`src/rtl/mcpu_ram_arbiter_if.sv`:
```
// Bus bundle between the MCPU core, the MCPU GPU, the RAM array and the RAM arbiter.
// req/ack semantics: a requester raises req with stable address/data and holds it until
// the one-cycle ack pulse; on the edge ending the ack cycle it drops req or presents the
// next access, and a req still high in the following IDLE is a new access.
interface mcpu_ram_arbiter_if #(
   parameter int DATA_WIDTH = 16,
   parameter int ADDR_BITS  = 14
);
   logic                  cpu_req;
   logic                  cpu_we;
   logic [ADDR_BITS-1:0]  cpu_addr;
   logic [DATA_WIDTH-1:0] cpu_wdata;
   logic                  cpu_ack;
   logic [DATA_WIDTH-1:0] cpu_rdata;
   logic                  gpu_req;
   logic [ADDR_BITS-1:0]  gpu_addr;
   logic                  gpu_ack;
   logic [DATA_WIDTH-1:0] gpu_rdata;
   logic [ADDR_BITS-1:0]  mem_addr;
   logic                  mem_we;
   logic [DATA_WIDTH-1:0] mem_wdata;
   logic [DATA_WIDTH-1:0] mem_rdata;
   logic                  busy;

   modport slave (
      input  cpu_req, cpu_we, cpu_addr, cpu_wdata, gpu_req, gpu_addr, mem_rdata,
      output cpu_ack, cpu_rdata, gpu_ack, gpu_rdata, mem_addr, mem_we, mem_wdata, busy
   );

   modport master (
      output cpu_req, cpu_we, cpu_addr, cpu_wdata, gpu_req, gpu_addr, mem_rdata,
      input  cpu_ack, cpu_rdata, gpu_ack, gpu_rdata, mem_addr, mem_we, mem_wdata, busy
   );
endinterface

```
`src/rtl/mcpu_ram_arbiter.sv`:
```
// Shares the single-port main RAM between MCPU core and GPU with GPU priority, fixed 4-cycle access.
// Optional CPU starvation guard enabled by defining MCPU_ARB_STARVE_GUARD_EN.
module mcpu_ram_arbiter #(
   parameter int DATA_WIDTH   = 16,
   parameter int ADDR_BITS    = 14,
   parameter int STARVE_LIMIT = 4
) (
   input  logic                clk,
   input  logic                reset,
   mcpu_ram_arbiter_if.slave   bus,
   output logic [1:0]          dbg_state
);

   typedef enum logic [1:0] {
      ST_IDLE = 2'd0,
      ST_ADDR = 2'd1,
      ST_WAIT = 2'd2,
      ST_ACK  = 2'd3
   } state_t;

   state_t                state_q, state_d;
   logic                  owner_gpu_q;
   logic                  is_write_q;
   logic                  grant_cpu, grant_gpu;
   logic                  force_cpu;
   logic [ADDR_BITS-1:0]  mem_addr_q;
   logic                  mem_we_q;
   logic [DATA_WIDTH-1:0] mem_wdata_q;
   logic [DATA_WIDTH-1:0] cpu_rdata_q;
   logic [DATA_WIDTH-1:0] gpu_rdata_q;

`ifdef MCPU_ARB_STARVE_GUARD_EN
   logic [3:0] starve_cnt_q;

   assign force_cpu = bus.cpu_req && (starve_cnt_q == 4'(STARVE_LIMIT));

   // Counts GPU grants the CPU has had to sit through; any CPU grant or idle CPU resets it.
   always_ff @(posedge clk) begin
      if (reset) begin
         starve_cnt_q <= 4'd0;
      end else if (state_q == ST_IDLE) begin
         if (!bus.cpu_req || grant_cpu) begin
            starve_cnt_q <= 4'd0;
         end else if (grant_gpu) begin
            starve_cnt_q <= starve_cnt_q + 4'd1;
         end
      end
   end
`else
   assign force_cpu = 1'b0;
`endif

   a_starve_limit_range: assert property (@(posedge clk) disable iff (reset)
      (STARVE_LIMIT >= 1 && STARVE_LIMIT <= 15));

   always_comb begin
      state_d   = state_q;
      grant_cpu = 1'b0;
      grant_gpu = 1'b0;
      case (state_q)
         ST_IDLE: begin
            if (bus.gpu_req && !force_cpu) begin
               grant_gpu = 1'b1;
               state_d   = ST_ADDR;
            end else if (bus.cpu_req) begin
               grant_cpu = 1'b1;
               state_d   = ST_ADDR;
            end
         end
         ST_ADDR: state_d = ST_WAIT;
         ST_WAIT: state_d = ST_ACK;
         ST_ACK:  state_d = ST_IDLE;
         default: state_d = ST_IDLE;
      endcase
   end

   // mem_we defaults low every cycle so a CPU write strobes only during ADDR.
   always_ff @(posedge clk) begin
      if (reset) begin
         state_q     <= ST_IDLE;
         owner_gpu_q <= 1'b0;
         is_write_q  <= 1'b0;
         mem_addr_q  <= '0;
         mem_we_q    <= 1'b0;
         mem_wdata_q <= '0;
         cpu_rdata_q <= '0;
         gpu_rdata_q <= '0;
      end else begin
         state_q  <= state_d;
         mem_we_q <= 1'b0;
         if (grant_gpu) begin
            mem_addr_q  <= bus.gpu_addr;
            owner_gpu_q <= 1'b1;
            is_write_q  <= 1'b0;
         end else if (grant_cpu) begin
            mem_addr_q  <= bus.cpu_addr;
            mem_wdata_q <= bus.cpu_wdata;
            mem_we_q    <= bus.cpu_we;
            owner_gpu_q <= 1'b0;
            is_write_q  <= bus.cpu_we;
         end
         if (state_q == ST_WAIT && !is_write_q) begin
            if (owner_gpu_q) begin
               gpu_rdata_q <= bus.mem_rdata;
            end else begin
               cpu_rdata_q <= bus.mem_rdata;
            end
         end
      end
   end

   assign bus.cpu_ack   = (state_q == ST_ACK) && !owner_gpu_q;
   assign bus.gpu_ack   = (state_q == ST_ACK) && owner_gpu_q;
   assign bus.cpu_rdata = cpu_rdata_q;
   assign bus.gpu_rdata = gpu_rdata_q;
   assign bus.mem_addr  = mem_addr_q;
   assign bus.mem_we    = mem_we_q;
   assign bus.mem_wdata = mem_wdata_q;
   assign bus.busy      = (state_q != ST_IDLE);
   assign dbg_state     = state_q;

endmodule

```
`src/flat_wrapper.sv`:
```
// flat-port wrapper written by rule: the top's interface ports become plain ports
module mcpu_ram_arbiter_flat 
#(
   parameter int DATA_WIDTH   = 16,
   parameter int ADDR_BITS    = 14,
   parameter int STARVE_LIMIT = 4
)
  (clk, reset, dbg_state, bus_cpu_req, bus_cpu_we, bus_cpu_addr, bus_cpu_wdata, bus_gpu_req, bus_gpu_addr, bus_mem_rdata, bus_cpu_ack, bus_cpu_rdata, bus_gpu_ack, bus_gpu_rdata, bus_mem_addr, bus_mem_we, bus_mem_wdata, bus_busy);
  mcpu_ram_arbiter_if #(.DATA_WIDTH(DATA_WIDTH), .ADDR_BITS(ADDR_BITS)) bus_i ();
  input  logic clk;
  input  logic reset;
  output logic [1:0] dbg_state;
  input wire logic [$bits(bus_i.cpu_req)-1:0] bus_cpu_req;
  input wire logic [$bits(bus_i.cpu_we)-1:0] bus_cpu_we;
  input wire logic [$bits(bus_i.cpu_addr)-1:0] bus_cpu_addr;
  input wire logic [$bits(bus_i.cpu_wdata)-1:0] bus_cpu_wdata;
  input wire logic [$bits(bus_i.gpu_req)-1:0] bus_gpu_req;
  input wire logic [$bits(bus_i.gpu_addr)-1:0] bus_gpu_addr;
  input wire logic [$bits(bus_i.mem_rdata)-1:0] bus_mem_rdata;
  output wire logic [$bits(bus_i.cpu_ack)-1:0] bus_cpu_ack;
  output wire logic [$bits(bus_i.cpu_rdata)-1:0] bus_cpu_rdata;
  output wire logic [$bits(bus_i.gpu_ack)-1:0] bus_gpu_ack;
  output wire logic [$bits(bus_i.gpu_rdata)-1:0] bus_gpu_rdata;
  output wire logic [$bits(bus_i.mem_addr)-1:0] bus_mem_addr;
  output wire logic [$bits(bus_i.mem_we)-1:0] bus_mem_we;
  output wire logic [$bits(bus_i.mem_wdata)-1:0] bus_mem_wdata;
  output wire logic [$bits(bus_i.busy)-1:0] bus_busy;
  assign bus_i.cpu_req = bus_cpu_req;
  assign bus_i.cpu_we = bus_cpu_we;
  assign bus_i.cpu_addr = bus_cpu_addr;
  assign bus_i.cpu_wdata = bus_cpu_wdata;
  assign bus_i.gpu_req = bus_gpu_req;
  assign bus_i.gpu_addr = bus_gpu_addr;
  assign bus_i.mem_rdata = bus_mem_rdata;
  assign bus_cpu_ack = bus_i.cpu_ack;
  assign bus_cpu_rdata = bus_i.cpu_rdata;
  assign bus_gpu_ack = bus_i.gpu_ack;
  assign bus_gpu_rdata = bus_i.gpu_rdata;
  assign bus_mem_addr = bus_i.mem_addr;
  assign bus_mem_we = bus_i.mem_we;
  assign bus_mem_wdata = bus_i.mem_wdata;
  assign bus_busy = bus_i.busy;
  mcpu_ram_arbiter #(.DATA_WIDTH(DATA_WIDTH), .ADDR_BITS(ADDR_BITS), .STARVE_LIMIT(STARVE_LIMIT)) u_core (.clk(clk), .reset(reset), .bus(bus_i), .dbg_state(dbg_state));
endmodule
```
`config.mk`:
```
export PLATFORM = sky130hd
export DESIGN_NAME = mcpu_ram_arbiter_flat
export DESIGN_NICKNAME = d
export VERILOG_FILES = /design/src/rtl/mcpu_ram_arbiter_if.sv /design/src/rtl/mcpu_ram_arbiter.sv /design/src/flat_wrapper.sv
export SDC_FILE = /design/constraint.sdc
export NUM_CORES = 1
export LEC_CHECK = 0
export CORE_ASPECT_RATIO = 1.2
export CORE_MARGIN = 3
export CORE_UTILIZATION = 39
export DETAILED_ROUTE_END_ITERATION = 8
export GPL_TIMING_DRIVEN = 0
export PLACE_DENSITY = 0.9
export SLEW_MARGIN = 20
export SYNTH_ARGS = -nofsm -noshare
export SYNTH_HDL_FRONTEND = slang
export SYNTH_SLANG_ARGS = --single-unit
```
`constraint.sdc`:
```
create_clock -name clk -period 1.77 [get_ports clk]
set_clock_uncertainty 0.2 [all_clocks]
set_input_delay 0.2655 -clock clk [delete_from_list [all_inputs] [get_ports clk]]
set_output_delay 0.2655 -clock clk [all_outputs]
set_load 0.05 [all_outputs]
```
=== After elaboration in Yosys (flattened, before gate mapping) ===
Cells that the tools add are included.
W data, S select, Z words.

* Bits of input ports: 65
* Bits in registers: 67
* Output and inout bits: 68
* Word-level logic and storage cells: 40

* Muxes and demuxes: 12
* Eq/ne operators: 4
* Bitwise gates (word level): 3
* Reductions and logical operators: 13

{| class="wikitable"
|+ Operators with widths
! operator !! count
|-
| $mux W14 || 2
|-
| $pmux W2 S4 || 1
|-
| $mux W1 || 7
|-
| $reduce_and A2 Y1 || 3
|-
| $eq A2 B2 Y1 const B || 2
|-
| $mux W2 || 2
|-
| $reduce_bool A2 Y1 || 2
|-
| $logic_and A1 B1 Y1 || 3
|-
| $ne A3 B3 Y1 const B || 1
|-
| $not A1 Y1 || 3
|-
| $reduce_or A3 Y1 || 1
|-
| $eq A2 B1 Y1 const B || 1
|-
| $logic_not A1 Y1 || 2
|-
| $logic_not A2 Y1 || 1
|-
| $reduce_or A2 Y1 || 1
|}

=== Depth between registers and ports, before layout ===
* Word-level depth: 5
* Gate-level depth with buffers: 7
* Depth with buffers taken out: 5

=== Worst setup path before layout ===
OpenSTA, ideal clock, no wires.

* Path type: register -> output
* From: register u_core.state_q[1], in the netlist u_core.dbg_state[1]
* To: output port bus_cpu_ack
* Required time: 1.304 ns
* Path buffers: 0
* Stages on the path, launching flop included: 3
* Data arrival time: 1.633 ns
* Setup slack: -0.329 ns
* Cell sequence: dfxtp_1 > ha_1 > nor2b_1

* Word-level cells in the longest chain between the ends: 2

{| class="wikitable"
|+ RTL lines
! element !! RTL line !! RTL
|-
| start, declared || mcpu_ram_arbiter.sv:21 || <nowiki>state_t state_q, state_d;</nowiki>
|-
| start signal, assigned || mcpu_ram_arbiter.sv:89 || <nowiki>state_q <= state_d;</nowiki>
|-
| $eq A2 B2 Y1 || mcpu_ram_arbiter.sv:112 || <nowiki>assign bus.cpu_ack = (state_q == ST_ACK) && !owner_gpu_q;</nowiki>
|-
| $logic_and A1 B1 Y1 || mcpu_ram_arbiter.sv:112 ||
|-
| end, declared || flat_wrapper.sv:20 || <nowiki>output wire logic [$bits(bus_i.cpu_ack)-1:0] bus_cpu_ack;</nowiki>
|}

No other way between the ends.

=== Worst setup path after layout ===
* From: register u_core.state_q[0], in the netlist u_core.dbg_state[0]
* To: register u_core.cpu_rdata_q[3], in the netlist u_core.bus.cpu_rdata[3]

* Word-level cells in the longest chain between the ends: 3

{| class="wikitable"
|+ RTL lines
! element !! RTL line !! RTL
|-
| $eq A2 B2 Y1 || mcpu_ram_arbiter.sv:102 || <nowiki>if (state_q == ST_WAIT && !is_write_q) begin</nowiki>
|-
| $logic_and A1 B1 Y1 || mcpu_ram_arbiter.sv:102 ||
|-
| $reduce_and A2 Y1 (no line) || -- ||
|-
| end signal, assigned || mcpu_ram_arbiter.sv:106 || <nowiki>cpu_rdata_q <= bus.mem_rdata;</nowiki>
|-
| end, declared || mcpu_ram_arbiter.sv:29 || <nowiki>logic [DATA_WIDTH-1:0] cpu_rdata_q;</nowiki>
|}

No other way between the ends.
A chain may end at the register's enable or synchronous reset.

==> flow_summary.json <==
{
  "cts_tree": "done",
  "rows": 31,
  "placed_area_um2": 3990,
  "post-synth-top-count-cell": "nand2_1",
  "port_buffers": 130,
  "die_w_um": 80.3,
  "dp_slack_ps": -289,
  "syn2layout_area_growth_pct": 61.8,
  "grt_antenna_before_repair": 0,
  "die_area_um2": 7630,
  "powerDensity_nw_per_um2": 1410,
  "period_minus_slack_ps": 1710,
  "ff_latch_area_um2": 1350,
  "avgViaCountPerCell": 4.88,
  "criticalPathCategory": "reg -> reg",
  "cap_violations": 0,
  "drive_above_1_share_pct": 9.76,
  "hold_class": "in -> reg",
  "clock_latency_ps": 330,
  "start_util_pct": 41.6,
  "drcViolationCount": 0,
  "cts_buffers": 9,
  "grt_max_degree": 13,
  "finalSetupTns_ps": 0,
  "multi_input_area_um2": 1140,
  "synthesis.nets": 374,
  "grt_pass1_wl_um": 11600,
  "async_flop_share_pct": 0,
  "period_share_pct": 96.8,
  "crit_path_max_fanout": 10,
  "crit_chain": "inv_4, ha_4, or3b_1, buf_6, buf_6, nand2_1, a21oi_1",
  "pin_count": 133,
  "ys_ff_latch": 67,
  "drt_iter0_markers": 75,
  "yosys.area.top_type": "dfxtp_1",
  "setup_slack_ps": 57.1,
  "drtPass1Iterations": 4,
  "clk_pin_slew_ps": 70,
  "cp_data_arrival_time_ps": 1700,
  "routed_wl_um": 7630,
  "avgRoutedWirePerCell_um": 14.3,
  "worstSetupEndpointType": "register",
  "synthTopCellsByCount": "nand2_1, dfxtp_1, a21oi_1, nor2_1",
  "relSlewSlack_pct": 64.7,
  "grt_pass1_vias": 2532,
  "synth_area_per_cell_um2": 8.46,
  "gp_congestion": 0.727,
  "ant_nets": 0,
  "fin_area_um2": 4170,
  "num-fill-cells": 524,
  "crit_slowest_cell": "dfxtp_4",
  "core_area_um2": 6210,
  "r2r-end": "u_core.bus.cpu_rdata[3]",
  "clockBufferDepth": 2,
  "hold_path_end": "u_core.dbg_state[1]",
  "overflow": 0,
  "crit_path_start_kind": "register",
  "r2r-start": "u_core.dbg_state[0]",
  "ys.flop_type": "dfxtp_1",
  "hold_depth": 2,
  "layout.nets": 515,
  "slew_viol_final": 0,
  "reg2reg_slack_ps": 60,
  "cts.sinks": 67,
  "ys_types": 23,
  "ys_top_cells_by_area": "dfxtp_1, nand2_1, a21oi_1",
  "status": "completed",
  "synthCells": 305,
  "hold_violations": 0,
  "vias": 2601,
  "yosysWarnings": 0,
  "h-tree-depth": 3,
  "syn_area_um2": 2580,
  "cpPeakStageDelay_ps": 360,
  "groute.usage.overall_pct": 19.8,
  "crit_required_ps": 1760,
  "vdd_ir_drop_max_mv": 0.778,
  "crit_top_cell": "buf_6",
  "fmaxAchievable_ghz": 0.584,
  "die_height_um": 95.1,
  "cp_top_family": "simple AND/OR/NAND/NOR gates",
  "synth_seq_area_share_pct": 52.0,
  "rr_worst_depth": 7,
  "cellLeakagePower_nw": 1.86,
  "root_buffer": "clkbuf_8",
  "worstMarginPinSlew_ps": 531,
  "finalSetupViolations": 0,
  "diodes": 0,
  "path_buf_inv": 3,
  "yosysTopAreaCellShare_pct": 52.0,
  "hpwl_um": 5800,
  "synth_edf_count": 0,
  "min_from": "reset"
}
==> state kept, by name, indices dropped and copies added, names as in the netlist <==
register / count
u_core.owner_gpu_q: 1
u_core.bus.cpu_rdata: 16
u_core.dbg_state: 2
u_core.is_write_q: 1
u_core.bus.mem_wdata: 16
u_core.bus.gpu_rdata: 16
u_core.bus.mem_we: 1
u_core.bus.mem_addr: 14
==> how the worst max path moves through the flow <==
stage,cells after the start,endpoint,start,slack (ps)
after CTS,4,bus_busy,u_core.dbg_state[1],-130
after global placement,4,bus_busy,u_core.dbg_state[0],-270
after global routing,7,u_core.bus.mem_addr[7],u_core.dbg_state[1],-20
after floorplan,7,u_core.bus.cpu_rdata[10],u_core.dbg_state[0],10
final,7,u_core.bus.cpu_rdata[3],u_core.dbg_state[0],60
after detailed placement,4,bus_busy,u_core.dbg_state[0],-290
==> timing repair <==
item                                    CTS  global route
pin swaps                                 1             0
endpoints found under the setup margin   85            29
buffers inserted                          0             0
resized for setup                        83            17
hold buffers                              0             0
==> cell type report <==
cell class                 count  area share, %
sequential                    67           32.3
timing repair buffer         130           29.0
multi-input combinational    214           27.3
clock buffer                  10           3.57
buffer                        21           3.48
tap                           82           2.46
clock inverter                 6           1.50
inverter                       3          0.330
==> per-stage QoR <==
step                      std cells  hold slack, ps  power, mW  util, %
after global routing            533             168       6.21     67.3
final                           533             147       5.89     67.3
after floorplan                 305             201       3.75        -
after global placement          517             241       4.62     64.4
after CTS                       533             132       5.85     66.7
after detailed placement        517             247       4.69     64.4
==> logic make-up after synthesis <==
family	count (synthesis)	share of synthesized area, %
flops	67	52.0
compound gates	65	14.1
simple gates	131	21.0
buf+inv	24	5.58
mux	14	5.43
fa+ha+maj	4	1.94
==> layer usage <==
metal  part of all wire [%]  vias up  global-route usage (%)
met5                      0        -                       0
met4                    1.4        0                    9.15
met3                    7.8       10                    4.91
met2                     52      107                    36.0
met1                     39     1193                    21.3
li1                       -     1291                       -
==> power breakdown <==
group	internal [mW]	switching (mW)	total (mW)
sequential	1.79	0.166	1.96
combinational	0.858	1.76	2.62
clock	0.733	0.582	1.32
==> cells in the final DEF, fill, tap and decap left out, types with 4 or more instances in the layout <==
| cell | count |
|---|---|
| dfxtp_1 | 64 |
| nor2_1 | 20 |
| dlygate4sd2_1 | 65 |
| nand2_1 | 100 |
| buf_6 | 5 |
| clkbuf_1 | 4 |
| a21oi_1 | 50 |
| buf_4 | 8 |
| clkbuf_8 | 9 |
| clkdlybuf4s50_1 | 62 |
| a211oi_1 | 12 |
| mux2i_1 | 14 |
Note: power is estimated with default switching activity, not from simulation.
==> RTL change 1 (config.mk and constraints unchanged) <==
The option `MCPU_ARB_STARVE_GUARD_EN` is turned on by a define.
--- a/src/rtl/mcpu_ram_arbiter.sv
+++ b/src/rtl/mcpu_ram_arbiter.sv
@@ -1,5 +1,7 @@
 // Shares the single-port main RAM between MCPU core and GPU with GPU priority, fixed 4-cycle access.
 // Optional CPU starvation guard enabled by defining MCPU_ARB_STARVE_GUARD_EN.
+`define MCPU_ARB_STARVE_GUARD_EN
+
 module mcpu_ram_arbiter #(
    parameter int DATA_WIDTH   = 16,
    parameter int ADDR_BITS    = 14,
Check against the original RTL: same outputs for any inputs over 10 cycles, from zero or initial values and one cycle with reset high; that may be too few to reach the edited logic, so the function may still have changed.
==> RTL change 1 against the original RTL <==
Cell area is 9.8% higher; sequential cell count is 4 higher; wire length is 3.9% higher; sequential share of layout area is 1.0 points lower; worst setup slack worse by 0.042 ns; synthesized cell count is 3.3% higher; highest routed layer unchanged; synthesized area is 9.8% higher; power hardly changed.
==> RTL change 1: results (changes against the original RTL) <==
status=complete, no violations; worst endpoint data arrival time=1.76 ns (+0.06 ns); Post-Place Worst Slack=-0.233 ns (+0.0553 ns); GPL Wtd Cong=0.788 (+8.4%); Least-Margin Pin Slew=0.558 ns (+0.0268 ns); syn nets=386 (+3.2%); share of cells above drive strength 1=0.153 (+0.0556); critical path's largest stage delay=0.34 ns (-0.02 ns); top post-synthesis cells by area=dfxtp_1 50%, nand2_1 11%, mux2i_1 6.4%, a21oi_1 6.2%, a22oi_2 3.1%; antenna diode count=0 (unchanged); Adder-Cell Fraction of Synth Area=0.0265 (+0.00710); Routed WL=7930 um (+3.9%); post-DR vias/cell=4.92 (+0.84%); placed cell areas=4290 sq um (+7.4%); vias in the first global route=2,815 (+11%); worst vdd ir=0.000741 V (-4.7%); post-synthesis sequential area ratio=0.502 (-0.0181); main combinational cell family by area after synthesis=simple AND/OR/NAND/NOR gates; Worst R2R Start=u_core.starve_cnt_q[0]$_SDFFE_PP0P_; Synth Register Bits=71 (+6.0%); placed insts=533 (+3.1%); Synth cell types=37 (+61%); drt initial violations=81 (+8.0%); hold_ws=0.190 ns (+0.0433 ns); Net count, final=536 (+4.1%); largest fanout on the critical path=5 (-5); Buffers on Ports=131 (+0.77%); Avg Cell Area, Syn=8.99 sq um (+6.3%); Pleak=1.95 nW (+4.7%); Min-Delay Endpoint=u_core.bus.mem_addr[13]$_SDFFE_PP0P_; top post-synthesis cells by count=80 x nand2_1, 71 x dfxtp_1, 35 x a21oi_1; Routed WL per cell=14.2 um (-0.59%); first-pass GRT wire length=13,000 um (+12%); Critical Path Sink=u_core.is_write_q$_SDFFE_PP0P_; DPL Wire Length=6030 um (+4.0%); post-synthesis mux area share=0.0636 (+0.00929); Crit-path slowest cell=dfxtp_2; r2r setup slk=0.01 ns (-0.04 ns); Compound-Gate Fraction of Synth Area=0.159 (+0.0184); CP delay by family, top=flip-flops; fillers=588 (+12%); total track usage=0.191 (-0.00717)
## RTL change 1: timing repair
item	4_1_cts	5_1_grt
pin swaps	3	4
endpoints found under the setup margin	103	60
buffers inserted	3	6
gates resized for setup	85	23
cloned	2	0
## RTL change 1: final cells by class
type                       instances  area [sq um]  area share
clock buffer                      10           138      0.0300
buffer                            18           126      0.0276
timing repair buffer             142          1380       0.301
clock inverter                     6          43.8     0.00956
sequential                        71          1440       0.313
multi-input combinational        217          1320       0.287
inverter                           6          36.3     0.00792
tap                               87           109      0.0238
## RTL change 1: power breakdown
group,total [mW],internal (mW),switching [mW]
combinational,2.69,1.02,1.67
clock,1.18,0.552,0.629
sequential,2.02,1.86,0.164
## RTL change 1: metal layers
metal / vias up / GRT usage / share of wire
li1: 1360 / - / -
met3: 13 / 0.0522 / 0.082
met4: 0 / 0.0644 / 0.013
met1: 1267 / 0.215 / 0.39
met5: - / 0 / 0
met2: 101 / 0.347 / 0.52
==> RTL change 2 (same flow settings) <==
Without the edit above. Register the output `dbg_state` once more, without a reset; this adds one clock of latency there. The other outputs are not delayed to match.
--- a/src/rtl/mcpu_ram_arbiter.sv
+++ b/src/rtl/mcpu_ram_arbiter.sv
@@ -117,7 +117,9 @@
    assign bus.mem_we    = mem_we_q;
    assign bus.mem_wdata = mem_wdata_q;
    assign bus.busy      = (state_q != ST_IDLE);
-   assign dbg_state     = state_q;
+   always_ff @(posedge clk) begin
+      dbg_state <= state_q;
+   end
 
 endmodule
 
Behaviour: not the same (Yosys sat finds a counterexample within 4 cycles, from zero or initial values and one cycle with reset high).
==> RTL change 2 against the original RTL <==
Via count decreased by 1.1%; sequential cell count grew 2; wire length decreased by 7.8%; synthesized area increased by 1.6%; combinational power decreased by 2%; critical path depth fell by 3; worst hold slack gained 0.0064 ns; worst setup slack better by 0.0068 ns; non-clock buffer count grew 1; utilization is 2.6 points lower; cell area grew 0.48%; critical path type is now register to primary output; largest power group unchanged; power decreased by 1.1%.
==> RTL change 2: results (changes against the original RTL) <==
status=complete, no violations; synthesized instance count=307 (+0.66%); drt initial violations=48 (-36%); GR Util met2=0.340 (-0.0201); Int Pwr=3.39 mW (about the same); DR WL met3=578 um (-3.2%); syn nets=376 (+0.53%); largest fanout on the critical path=7 (-3); share of cells above drive strength 1=0.0925 (-0.00505); M1 GR Usage=0.203 (-0.00971); GPL Wtd Cong=0.706 (-2.8%); sequential share of power=0.346 (+0.013); total track usage=0.188 (-0.0102); top post-synthesis cells by area=dfxtp_1 53%, nand2_1 14%, a21oi_1 9.6%, mux2i_1 5.3%, a211oi_1 4.0%; Design Power=5.83 mW (-1.1%); critical path's largest stage delay=0.38 ns (+0.02 ns); Net count, final=518 (+0.58%); via count=2,573 (-1.1%); top post-synthesis cells by count=100 x nand2_1, 69 x dfxtp_1, 50 x a21oi_1; PostCTS Resize Cnt=88 (+6.0%); largest net degree at the start of global routing=12 (-1); Routed WL per cell=13.1 um (-8.8%); post-synthesis sequential area ratio=0.527 (+0.00734); initial antenna violation count=0 (unchanged); placed cell areas=4030 sq um (+0.85%); Pleak=1.86 nW (+0.16%); vias in the first global route=2,515 (-0.67%); met3 Use GR=0.0524 (+0.00329); first-pass GRT wire length=11,300 um (-2.2%); CP delay by family, top=flip-flops; worst vdd ir=0.000932 V (+20%); Crit-path slowest cell=dfxtp_2; Post-Route M1 WL=2690 um (-8.7%); clock group share of total power=0.212 (-0.011)
[RTL change 2: cell types whose count changed in the layout (fill, tap and decap cells not counted), moves of 2 or more]
| cell | delta |
|---|---|
| clkbuf_4 | -2 |
| clkinv_4 | -2 |
| clkbuf_1 | +2 |
| dfxtp_4 | -2 |
| buf_4 | +4 |
| dfxtp_1 | +3 |
| buf_6 | -2 |
[RTL change 2: worst paths after layout]
kind / startpoint / end / slack [ns] / cells past startpoint
hold / removal: reset / u_core.bus.cpu_rdata[9]$_SDFFE_PP0P_ / 0.15 / 2
setup / recovery: u_core.state_q[1]$_SDFFE_PP0P_ / bus_busy / 0.06 / 4
hold reg to reg: u_core.state_q[0]$_SDFFE_PP0P_ / u_core.dbg_state[0]$_DFF_P_ / 0.20 / 0
setup reg to reg: u_core.state_q[0]$_SDFFE_PP0P_ / u_core.bus.cpu_rdata[14]$_SDFFE_PP0P_ / 0.07 / 7
[RTL change 2: metrics by stage]
| step | hold slack [ns] | worst slack, ns | setup TNS [ns] |
|---|---|---|---|
| after floorplan | 0.168 | 0.0743 | 0 |
| after global placement | 0.184 | -0.303 | -0.741 |
| after detailed placement | 0.189 | -0.319 | -1.71 |
| after CTS | 0.136 | -0.0112 | -0.0155 |
| after global routing | 0.169 | -0.0145 | -0.0184 |
| final | 0.153 | 0.0639 | 0 |
[RTL change 2: cell type report]
cell class                 count  area (sq um)
inverter                       3          13.8
clock inverter                 4          47.5
buffer                        21           135
multi-input combinational    214          1140
tap                           85           106
fill                         551          2290
timing repair buffer         131          1220
sequential                    69          1380
clock buffer                  12           145
[RTL change 2: kinds of logic after synthesis]
kind of cell / synth area share
and+or+nand+nor: 0.207
buffers and inverters: 0.0549
muxes: 0.0535
DFF: 0.527
adders and majority gates: 0.0191
AOI/OAI and AO/OA: 0.138
